## src/rtl/core_pkg.sv

```systemverilog
// ---------------------------------------------------------------------------
// core_pkg
//   Shared definitions for the RV32 pipeline front end.
//   - XLEN          : datapath width
//   - NOP_INSTR     : canonical bubble instruction (addi x0, x0, 0), also used
//                     by the decode flush path
//   - fetch_state_e : states of the instruction-fetch handshake FSM
// ---------------------------------------------------------------------------
package core_pkg;

  localparam int XLEN = 32;

  localparam logic [XLEN-1:0] NOP_INSTR = 32'h0000_0013;

  typedef enum logic [1:0] {
    S_REQ  = 2'd0,
    S_WAIT = 2'd1,
    S_HOLD = 2'd2
  } fetch_state_e;

endpackage

```

## src/rtl/pc_fetch_stage_if_id_reg.sv

```systemverilog
// ---------------------------------------------------------------------------
// if_id_reg
//   IF/ID pipeline register. A flush always wins, then a fresh delivery, then
//   stall-hold; an unstalled cycle with nothing to deliver inserts a bubble.
//
//   Ports:
//     clk, rst_n            clock, synchronous active-low reset
//     flush                 kill the IF/ID contents (redirect)
//     stall                 hold the current contents
//     load                  a fetched instruction is being delivered
//     load_pc, load_instr   PC and word of the delivered instruction
//     valid, pc, instr      registered IF/ID contents
// ---------------------------------------------------------------------------
module if_id_reg
  import core_pkg::*;
#(
  parameter logic [XLEN-1:0] NOP_INSTR = core_pkg::NOP_INSTR
) (
  input  logic            clk,
  input  logic            rst_n,
  input  logic            flush,
  input  logic            stall,
  input  logic            load,
  input  logic [XLEN-1:0] load_pc,
  input  logic [XLEN-1:0] load_instr,
  output logic            valid,
  output logic [XLEN-1:0] pc,
  output logic [XLEN-1:0] instr
);

  // Priority: reset, flush, delivery, bubble; stall with none of these holds.
  // The PC field is left untouched on flush/bubble since valid=0 masks it.
  always_ff @(posedge clk) begin
    if (!rst_n) begin
      valid <= 1'b0;
      pc    <= '0;
      instr <= NOP_INSTR;
    end else if (flush) begin
      valid <= 1'b0;
      instr <= NOP_INSTR;
    end else if (load) begin
      valid <= 1'b1;
      pc    <= load_pc;
      instr <= load_instr;
    end else if (!stall) begin
      valid <= 1'b0;
      instr <= NOP_INSTR;
    end
  end

endmodule

```

## src/rtl/pc_fetch_stage.sv

```systemverilog
// ---------------------------------------------------------------------------
// pc_fetch_stage
//   PC register and instruction-fetch stage of the pipelined RV32 core.
//   Issues one fetch at a time over a req/gnt/rvalid handshake, loads the
//   IF/ID register, holds on stall, flushes and kills the in-flight fetch on
//   redirect, and parks one response in a skid buffer while ID is stalled.
//
//   Ports:
//     clk, rst_n                clock, synchronous active-low reset
//     next_pc, jump             next-PC logic result and redirect flag
//     stall                     hazard-unit hold request
//     cur_pc                    PC of the next fetch (to next-PC logic)
//     imem_req, imem_addr       fetch request and address
//     imem_gnt                  request accepted
//     imem_rvalid, imem_rdata   fetch response
//     if_id_valid/pc/instr      IF/ID pipeline register contents
//
//   Optional build macro FETCH_PERF_EN adds perf_fetch_cnt (deliveries) and
//   perf_kill_cnt (discarded responses and dropped skid-buffer entries).
// ---------------------------------------------------------------------------
module pc_fetch_stage #(
  parameter logic [31:0] RESET_PC  = 32'h0000_0000,
  parameter logic [31:0] NOP_INSTR = core_pkg::NOP_INSTR
) (
  input  logic                     clk,
  input  logic                     rst_n,
  input  logic [core_pkg::XLEN-1:0] next_pc,
  input  logic                     jump,
  input  logic                     stall,
  output logic [core_pkg::XLEN-1:0] cur_pc,
  output logic                     imem_req,
  output logic [core_pkg::XLEN-1:0] imem_addr,
  input  logic                     imem_gnt,
  input  logic                     imem_rvalid,
  input  logic [core_pkg::XLEN-1:0] imem_rdata,
  output logic                     if_id_valid,
  output logic [core_pkg::XLEN-1:0] if_id_pc,
  output logic [core_pkg::XLEN-1:0] if_id_instr
`ifdef FETCH_PERF_EN
  ,
  output logic [31:0]              perf_fetch_cnt,
  output logic [31:0]              perf_kill_cnt
`endif
);

  import core_pkg::*;

  fetch_state_e    state;
  logic [XLEN-1:0] fetch_pc;
  logic [XLEN-1:0] skid_buf;
  logic            kill;

  logic            deliver;
  logic [XLEN-1:0] deliver_instr;
  logic            discard;

  // Gated by rst_n so no request escapes during the reset cycle itself.
  assign imem_req  = (state == S_REQ) && rst_n;
  assign imem_addr = cur_pc;

  // Decide what this cycle does with a response or the skid buffer. A
  // response is discarded if its fetch was killed earlier or a redirect
  // lands in the same cycle; a redirect also drops a parked buffer.
  always_comb begin
    deliver       = 1'b0;
    deliver_instr = skid_buf;
    discard       = 1'b0;
    case (state)
      S_WAIT: begin
        if (imem_rvalid) begin
          if (kill || jump) begin
            discard = 1'b1;
          end else if (!stall) begin
            deliver       = 1'b1;
            deliver_instr = imem_rdata;
          end
        end
      end
      S_HOLD: begin
        if (jump) begin
          discard = 1'b1;
        end else if (!stall) begin
          deliver = 1'b1;
        end
      end
      default: ;
    endcase
  end

  // Fetch FSM, PC and skid buffer. The PC advances only on grant unless a
  // redirect arrives, which updates it from any state. A redirect while a
  // fetch is outstanding sets kill so the later response is thrown away.
  always_ff @(posedge clk) begin
    if (!rst_n) begin
      state    <= S_REQ;
      cur_pc   <= RESET_PC;
      fetch_pc <= RESET_PC;
      kill     <= 1'b0;
      skid_buf <= NOP_INSTR;
    end else begin
      if (jump) begin
        cur_pc <= next_pc;
      end
      case (state)
        S_REQ: begin
          if (imem_gnt) begin
            fetch_pc <= cur_pc;
            cur_pc   <= next_pc;
            kill     <= jump;
            state    <= S_WAIT;
          end
        end
        S_WAIT: begin
          if (imem_rvalid) begin
            kill <= 1'b0;
            if (!(kill || jump) && stall) begin
              skid_buf <= imem_rdata;
              state    <= S_HOLD;
            end else begin
              state <= S_REQ;
            end
          end else if (jump) begin
            kill <= 1'b1;
          end
        end
        S_HOLD: begin
          if (jump || !stall) begin
            state <= S_REQ;
          end
        end
        default: state <= S_REQ;
      endcase
    end
  end

  if_id_reg #(
    .NOP_INSTR (NOP_INSTR)
  ) u_if_id_reg (
    .clk        (clk),
    .rst_n      (rst_n),
    .flush      (jump),
    .stall      (stall),
    .load       (deliver),
    .load_pc    (fetch_pc),
    .load_instr (deliver_instr),
    .valid      (if_id_valid),
    .pc         (if_id_pc),
    .instr      (if_id_instr)
  );

`ifdef FETCH_PERF_EN
  // Free-running event counters, wrapping at 2^32.
  always_ff @(posedge clk) begin
    if (!rst_n) begin
      perf_fetch_cnt <= '0;
      perf_kill_cnt  <= '0;
    end else begin
      if (deliver) begin
        perf_fetch_cnt <= perf_fetch_cnt + 32'd1;
      end
      if (discard) begin
        perf_kill_cnt <= perf_kill_cnt + 32'd1;
      end
    end
  end
`endif

endmodule

```

## config.mk

```make
export PLATFORM = sky130hd
export DESIGN_NAME = pc_fetch_stage
export DESIGN_NICKNAME = d
export VERILOG_FILES = /design/src/rtl/core_pkg.sv /design/src/rtl/pc_fetch_stage_if_id_reg.sv /design/src/rtl/pc_fetch_stage.sv
export SDC_FILE = /design/constraint.sdc
export NUM_CORES = 1
export LEC_CHECK = 0
export BUFFER_PORTS_ARGS = -buffer_cell sky130_fd_sc_hd__buf_2
export CAP_MARGIN = 25
export CORE_AREA = 2 2 111 113
export CTS_BUF_LIST = sky130_fd_sc_hd__clkbuf_8
export DETAILED_ROUTE_END_ITERATION = 8
export DIE_AREA = 0 0 113 115
export PLACE_DENSITY = 0.91
export SYNTH_ARGS = -nofsm -noshare
export SYNTH_HDL_FRONTEND = slang
export SYNTH_SLANG_ARGS = --single-unit
```

## constraint.sdc

```tcl
create_clock -name clk -period 5.2 [get_ports clk]
set_clock_uncertainty 0.15 [all_clocks]
set_input_delay 0.26 -clock clk [delete_from_list [all_inputs] [get_ports clk]]
set_output_delay 0.26 -clock clk [all_outputs]
set_load 0.01 [all_outputs]
```

== Word level (Yosys, flattened, before mapping) ==
Cells that the tools add are included.

* Equal/unequal tests: 7
* Muxes and demuxes: 25
* Bitwise gates (word level): 2
* Reductions and logical operators: 14

{| class="wikitable"
|+ Operator list
! cell !! number
|-
| $mux 32 || 9
|-
| $mux 1 || 9
|-
| $reduce_and 3->1 || 3
|-
| $mux 2 || 4
|-
| $ne 2x2->1 const B || 3
|-
| $pmux 2 s3 || 1
|-
| $pmux 1 s2 || 2
|-
| $reduce_and 2->1 || 2
|-
| $ne 3x3->1 const B || 1
|-
| $eq 2x1->1 const B || 1
|-
| $eq 2x2->1 const B || 1
|-
| $logic_and 1x1->1 || 2
|-
| $logic_not 1->1 || 2
|-
| $logic_not 2->1 || 1
|-
| $logic_or 1x1->1 || 2
|-
| $ne 2x1->1 const B || 1
|-
| $not 1->1 || 2
|-
| $reduce_bool 2->1 || 1
|-
| $reduce_or 2->1 || 1
|}

* Register bits after elaboration: 164
* Input port bits: 70
* Logic and storage cells: 56

== Depth between registers and ports, before layout ==
* Depth in word-level cells: 6
* Mapped depth: 9
* Mapped depth without buffers: 6

== Hierarchy ==
From an unflattened synthesis, not the netlist that was laid out.

* Cells, all modules: 806
* Area, all modules: 6962.9 µm²

{| class="wikitable"
|+ Modules (own cells, without submodules)
! module !! instances !! cells an instance !! area an instance (µm²) !! seq. area each (µm²)
|-
| pc_fetch_stage || 1 || 520 || 4484.3 || 1981.9
|-
| if_id_reg || 1 || 286 || 2478.6 || 1301.2
|}

== Worst setup path before layout ==
Ideal clock, no wire load.

* Path type: flip-flop to flip-flop
* From: register state[1]
* To: register u_if_id_reg.instr[21]
* Setup time: 0.128 ns
* Arrival time: 1.638 ns
* Required time: 4.922 ns
* Slack: 3.285 ns
* Stages on the path, launching flop included: 10
* Buffers on the path: 3
* Clock period less this slack: 1.915 ns
* Cell sequence: dfxtp_1 inv_1 ha_1 nor4bb_4 and2b_1 buf_4 buf_12 buf_12 mux2i_1 o21ai_1

* Word-level cells in the longest chain between the ends: 3

{| class="wikitable"
|+ RTL lines
! what !! RTL line !! text
|-
| from (decl) || pc_fetch_stage.sv:48 || <nowiki>fetch_state_e state;</nowiki>
|-
| from (signal assigned) || pc_fetch_stage.sv:95 || <nowiki>state <= S_REQ;</nowiki>
|-
| from (signal assigned) || pc_fetch_stage.sv:110 || <nowiki>state <= S_WAIT;</nowiki>
|-
| from (signal assigned) || pc_fetch_stage.sv:118 || <nowiki>state <= S_HOLD;</nowiki>
|-
| $eq 2x2->1 / $eq 2x1->1 (equally long branches) || pc_fetch_stage.sv:68 || <nowiki>case (state)</nowiki>
|-
| $pmux 1 s2 / $mux 32 (equally long branches) || pc_fetch_stage.sv:68 ||
|-
| $ne 2x1->1 (no source line) / $mux 32 (equally long branches) || -- ||
|-
| to (signal assigned) || pc_fetch_stage_if_id_reg.sv:44 || <nowiki>instr <= load_instr;</nowiki>
|-
| to (decl) || pc_fetch_stage_if_id_reg.sv:28 || <nowiki>output logic [XLEN-1:0] instr</nowiki>
|}

Several ways; a longest one is shown, not always the timed one.
A chain may end at the register's enable or synchronous reset.

== Worst setup path in the final report ==
* From: register state[1]
* To: register u_if_id_reg.instr[1]

The elaborated chain is that of the path after synthesis.

==> reports/qor.csv <==
stage,metric,value,unit
worst_setup_path,crit_path_end_kind,register,
floorplan,die_width,113,um
floorplan,die_area,13000,um2
floorplan,start_util,55.57,%
synth,synthMuxAreaShare,5.090,%
finish,final_nets,1049,
power_and_ir_drop,power,2.575,mW
global_routing,grt_max_degree,74,
finish,layout-drive-gt1-share,24.75,%
clock_tree,postCtsSetupBuffers,0,
global_routing,grt_pass1_vias,5565,
worst_setup_path,endpoint,u_if_id_reg.instr[1],
global_routing,overflow,0,
drt,antenna_left,0,
power_and_ir_drop,p_leak,3.522,nW
worst_setup_path,crit_path_max_fanout,32,
finish,fill_cells,838,
synth,ys_seq_area_share,50.02,%
timing,fin_crit_sh,50.21,%
worst_setup_path,startpoint_type,register,
timing,setup_viol,0,
worst_setup_path,reg2regPathDepth,6,
global_routing,grt_pass1_wl,26480,um
worst_setup_path,path_class,register to register,
synth,synth-xor-area-share,0,%
floorplan,core_region_area,11810,um2
timing,slew_headroom,38.21,%
worst_setup_path,cp_data_required_time,5.38,ns
outcome,violations,design-rule violations,
finish,syn2layout_area_growth,29.24,%
clock_tree,ctsResizeCount,0,
worst_setup_path,critPathLaunch,state[1],
timing,finalHoldViolations,0,
global_routing,antenna_found_initial,0,
worst_setup_path,r2r_end,u_if_id_reg.instr[1],
floorplan,top_level_ports,200,
synth,synth.net_count,838,
run,cap_violations,0,
timing,slew_viol_final,0,
synth,netlist_area,6564,um2
placement,place_area,7350,um2
finish,multiInputGateArea,2789,um2
drt,wirelength,16450,um
placement,io_buffers,199,
worst_setup_path,arrival,2.79,ns
worst_setup_path,r2r-start,state[1],
synth,synthSimpleGateAreaFrac,18.60,%
drt,drt_pre_antenna_iters,7,
timing,final.setup.tns,0,ns
synth,synth-compound-area-share,17.92,%
timing,worst_slew_pin_slew,0.9269,ns
synth,synthAdderAreaFrac,0.7625,%
synth,synth_cell_types,29,
floorplan,die_h,115,um
placement,gp_congestion,0.7574,
synth,synth_cells,764,
synth,ys_warn_count,0,
timing,max_clock_freq,383.0,MHz
timing,grt_setup_unrepaired,false,
worst_hold_path,hp-class,input pin to register,
synth,ys_ff_latch,164,
synth,synth_top_family_by_area,simple AND/OR/NAND/NOR gates,
clock_tree,clockBufferDepth,2,
clock_tree,cts-root-buf,clkbuf_8,
synth,avgSynthCellArea,8.591,um2
clock_tree,cts_hold_buf,65,
finish,antenna_cells,0,
clock_tree,clk_pin_slew_worst_paths,0.07,ns
floorplan,rows,40,
timing,period_needed,2.611,ns
drt,wire_per_inst,14.51,um
clock_tree,cts_tree,built,
worst_setup_path,regToRegSetupSlack,2.59,ns
power_and_ir_drop,powerDensity,303.5,nW/um2
clock_tree,insertion_delay,0.44,ns
finish,final_util,71.82,%
drt,num_vias,5766,
global_routing,grtUsageTotal,25.71,%
clock_tree,cts_buffers,17,
power_and_ir_drop,ir_drop,0.2312,mV
drt,post-route-drc-count,9,
outcome,status,"finished, violations left",
finish,fin_area,8483,um2
finish,seqCellArea,3283,um2
clock_tree,cts_num_sinks,164,
clock_tree,cts_max_level,4,
drt,drt_iter0_drc,367,
drt,routed_via_density,5.089,
placement,hpwl,9856,um
==> power by group <==
part / switching, mW / internal [mW]
clock network: 0.437 / 0.525
registers: 0.0301 / 1.29
logic: 0.154 / 0.136
total: 0.622 / 1.95
==> cells in the mapped netlist <==
cell type	n	area [um2]
a21oi_1	3	15.01
nor2b_1	4	25.02
o21a_1	1	7.510
a22oi_1	1	7.510
dfxtp_1	164	3283
mux2i_1	30	300.3
and2_1	4	25.02
buf_6	1	11.26
nand2_1	290	1089
nand3_1	3	15.01
buf_2	7	35.03
o21ai_0	20	100.1
a21boi_0	125	938.4
nor2_1	3	11.26
a221o_1	1	10.01
buf_12	2	40.04
and2b_1	1	7.510
inv_1	4	15.01
nor4bb_4	1	25.02
clkbuf_1	40	150.1
buf_4	33	247.7
nor3b_1	2	15.01
ha_1	4	50.05
and3b_1	1	8.760
o211ai_1	1	7.510
mux2_2	3	33.78
o221ai_1	1	8.760
o22a_1	3	26.28
o21ai_1	11	55.05
==> metal layers <==
layer | track usage [%] | vias to the layer above | share of wire [%] | wire length [um]
met3 | 7.855 | 27 | 7.8 | 1277
met4 | 10.33 | 0 | 2.2 | 354
met1 | 29.22 | 2640 | 41 | 6672
li1 | - | 2871 | - | -
met5 | 0 | - | 0 | 0
met2 | 45.35 | 228 | 49 | 8140
==> state kept, by name, summed over array words and instances (netlist names) <==
signal             cells
fetch_pc              32
cur_pc                32
kill                   1
u_if_id_reg.instr     32
skid_buf              32
u_if_id_reg.pc        32
state                  2
u_if_id_reg.valid      1
==> kinds of logic (layout without fill, tap and decap cells) <==
group | Yosys count | in the layout
muxes | 33 | 33
and+or+nand+nor | 309 | 309
adders and majority gates | 4 | 4
AOI/OAI and AO/OA | 167 | 167
DFF | 164 | 164
buffers and inverters | 87 | 309
==> placed cells by master, fill, tap and decap left out, types with 2 or more instances in the layout <==
cell type        n
a21oi_1          3
o22a_1           3
and2_1           4
mux2_2           3
clkinv_2         2
buf_4            8
dfxtp_1        164
clkbuf_8        18
ha_1             4
nand2_1        290
o21ai_1         10
buf_2          198
bufinv_16        4
o21ai_0         20
clkinvlp_4       2
nor2_1           2
nor2b_1          4
buf_16           3
nand3_1          3
a21boi_0       125
inv_1            7
dlygate4sd3_1   65
nor3b_1          2
mux2i_1         30
==> worst min path at each step <==
stage	from	endpoint	slack, ns	cells after the start
final	stall	u_if_id_reg.valid	0.05	3
after global routing	stall	u_if_id_reg.valid	0.03	3
after CTS	stall	u_if_id_reg.valid	0.02	3
after detailed placement	u_if_id_reg.instr[15]	u_if_id_reg.instr[15]	0.29	2
after global placement	u_if_id_reg.instr[18]	u_if_id_reg.instr[18]	0.28	2
after floorplan	jump	u_if_id_reg.valid	0.19	1
==> critical path: stages (launching register included) <==
cell and delay, ns:
dfxtp_1 0.33, inv_1 0.10, ha_1 0.24, nor4bb_4 0.28, and2b_2 0.81, mux2_2 0.42
o22a_1 0.15
==> cell type report <==
type	count	area share (%)
Clock inverter	12	1.947
Tap cell	147	2.168
Inverter	4	0.1770
Timing Repair Buffer	275	21.21
Multi-Input combinational cell	513	32.88
Clock buffer	18	2.920
Sequential cell	164	38.70
==> per-stage QoR <==
stage	cells	hold WS, ns	setup slack, ns
global placement	1034	0.2797	2.655
global route	1133	0.03220	2.422
CTS	1130	0.01978	2.566
detailed placement	1035	0.2876	2.578
finish	1133	0.05267	2.589
floorplan	764	0.1861	3.285
Power figures use the tool's default switching activity.
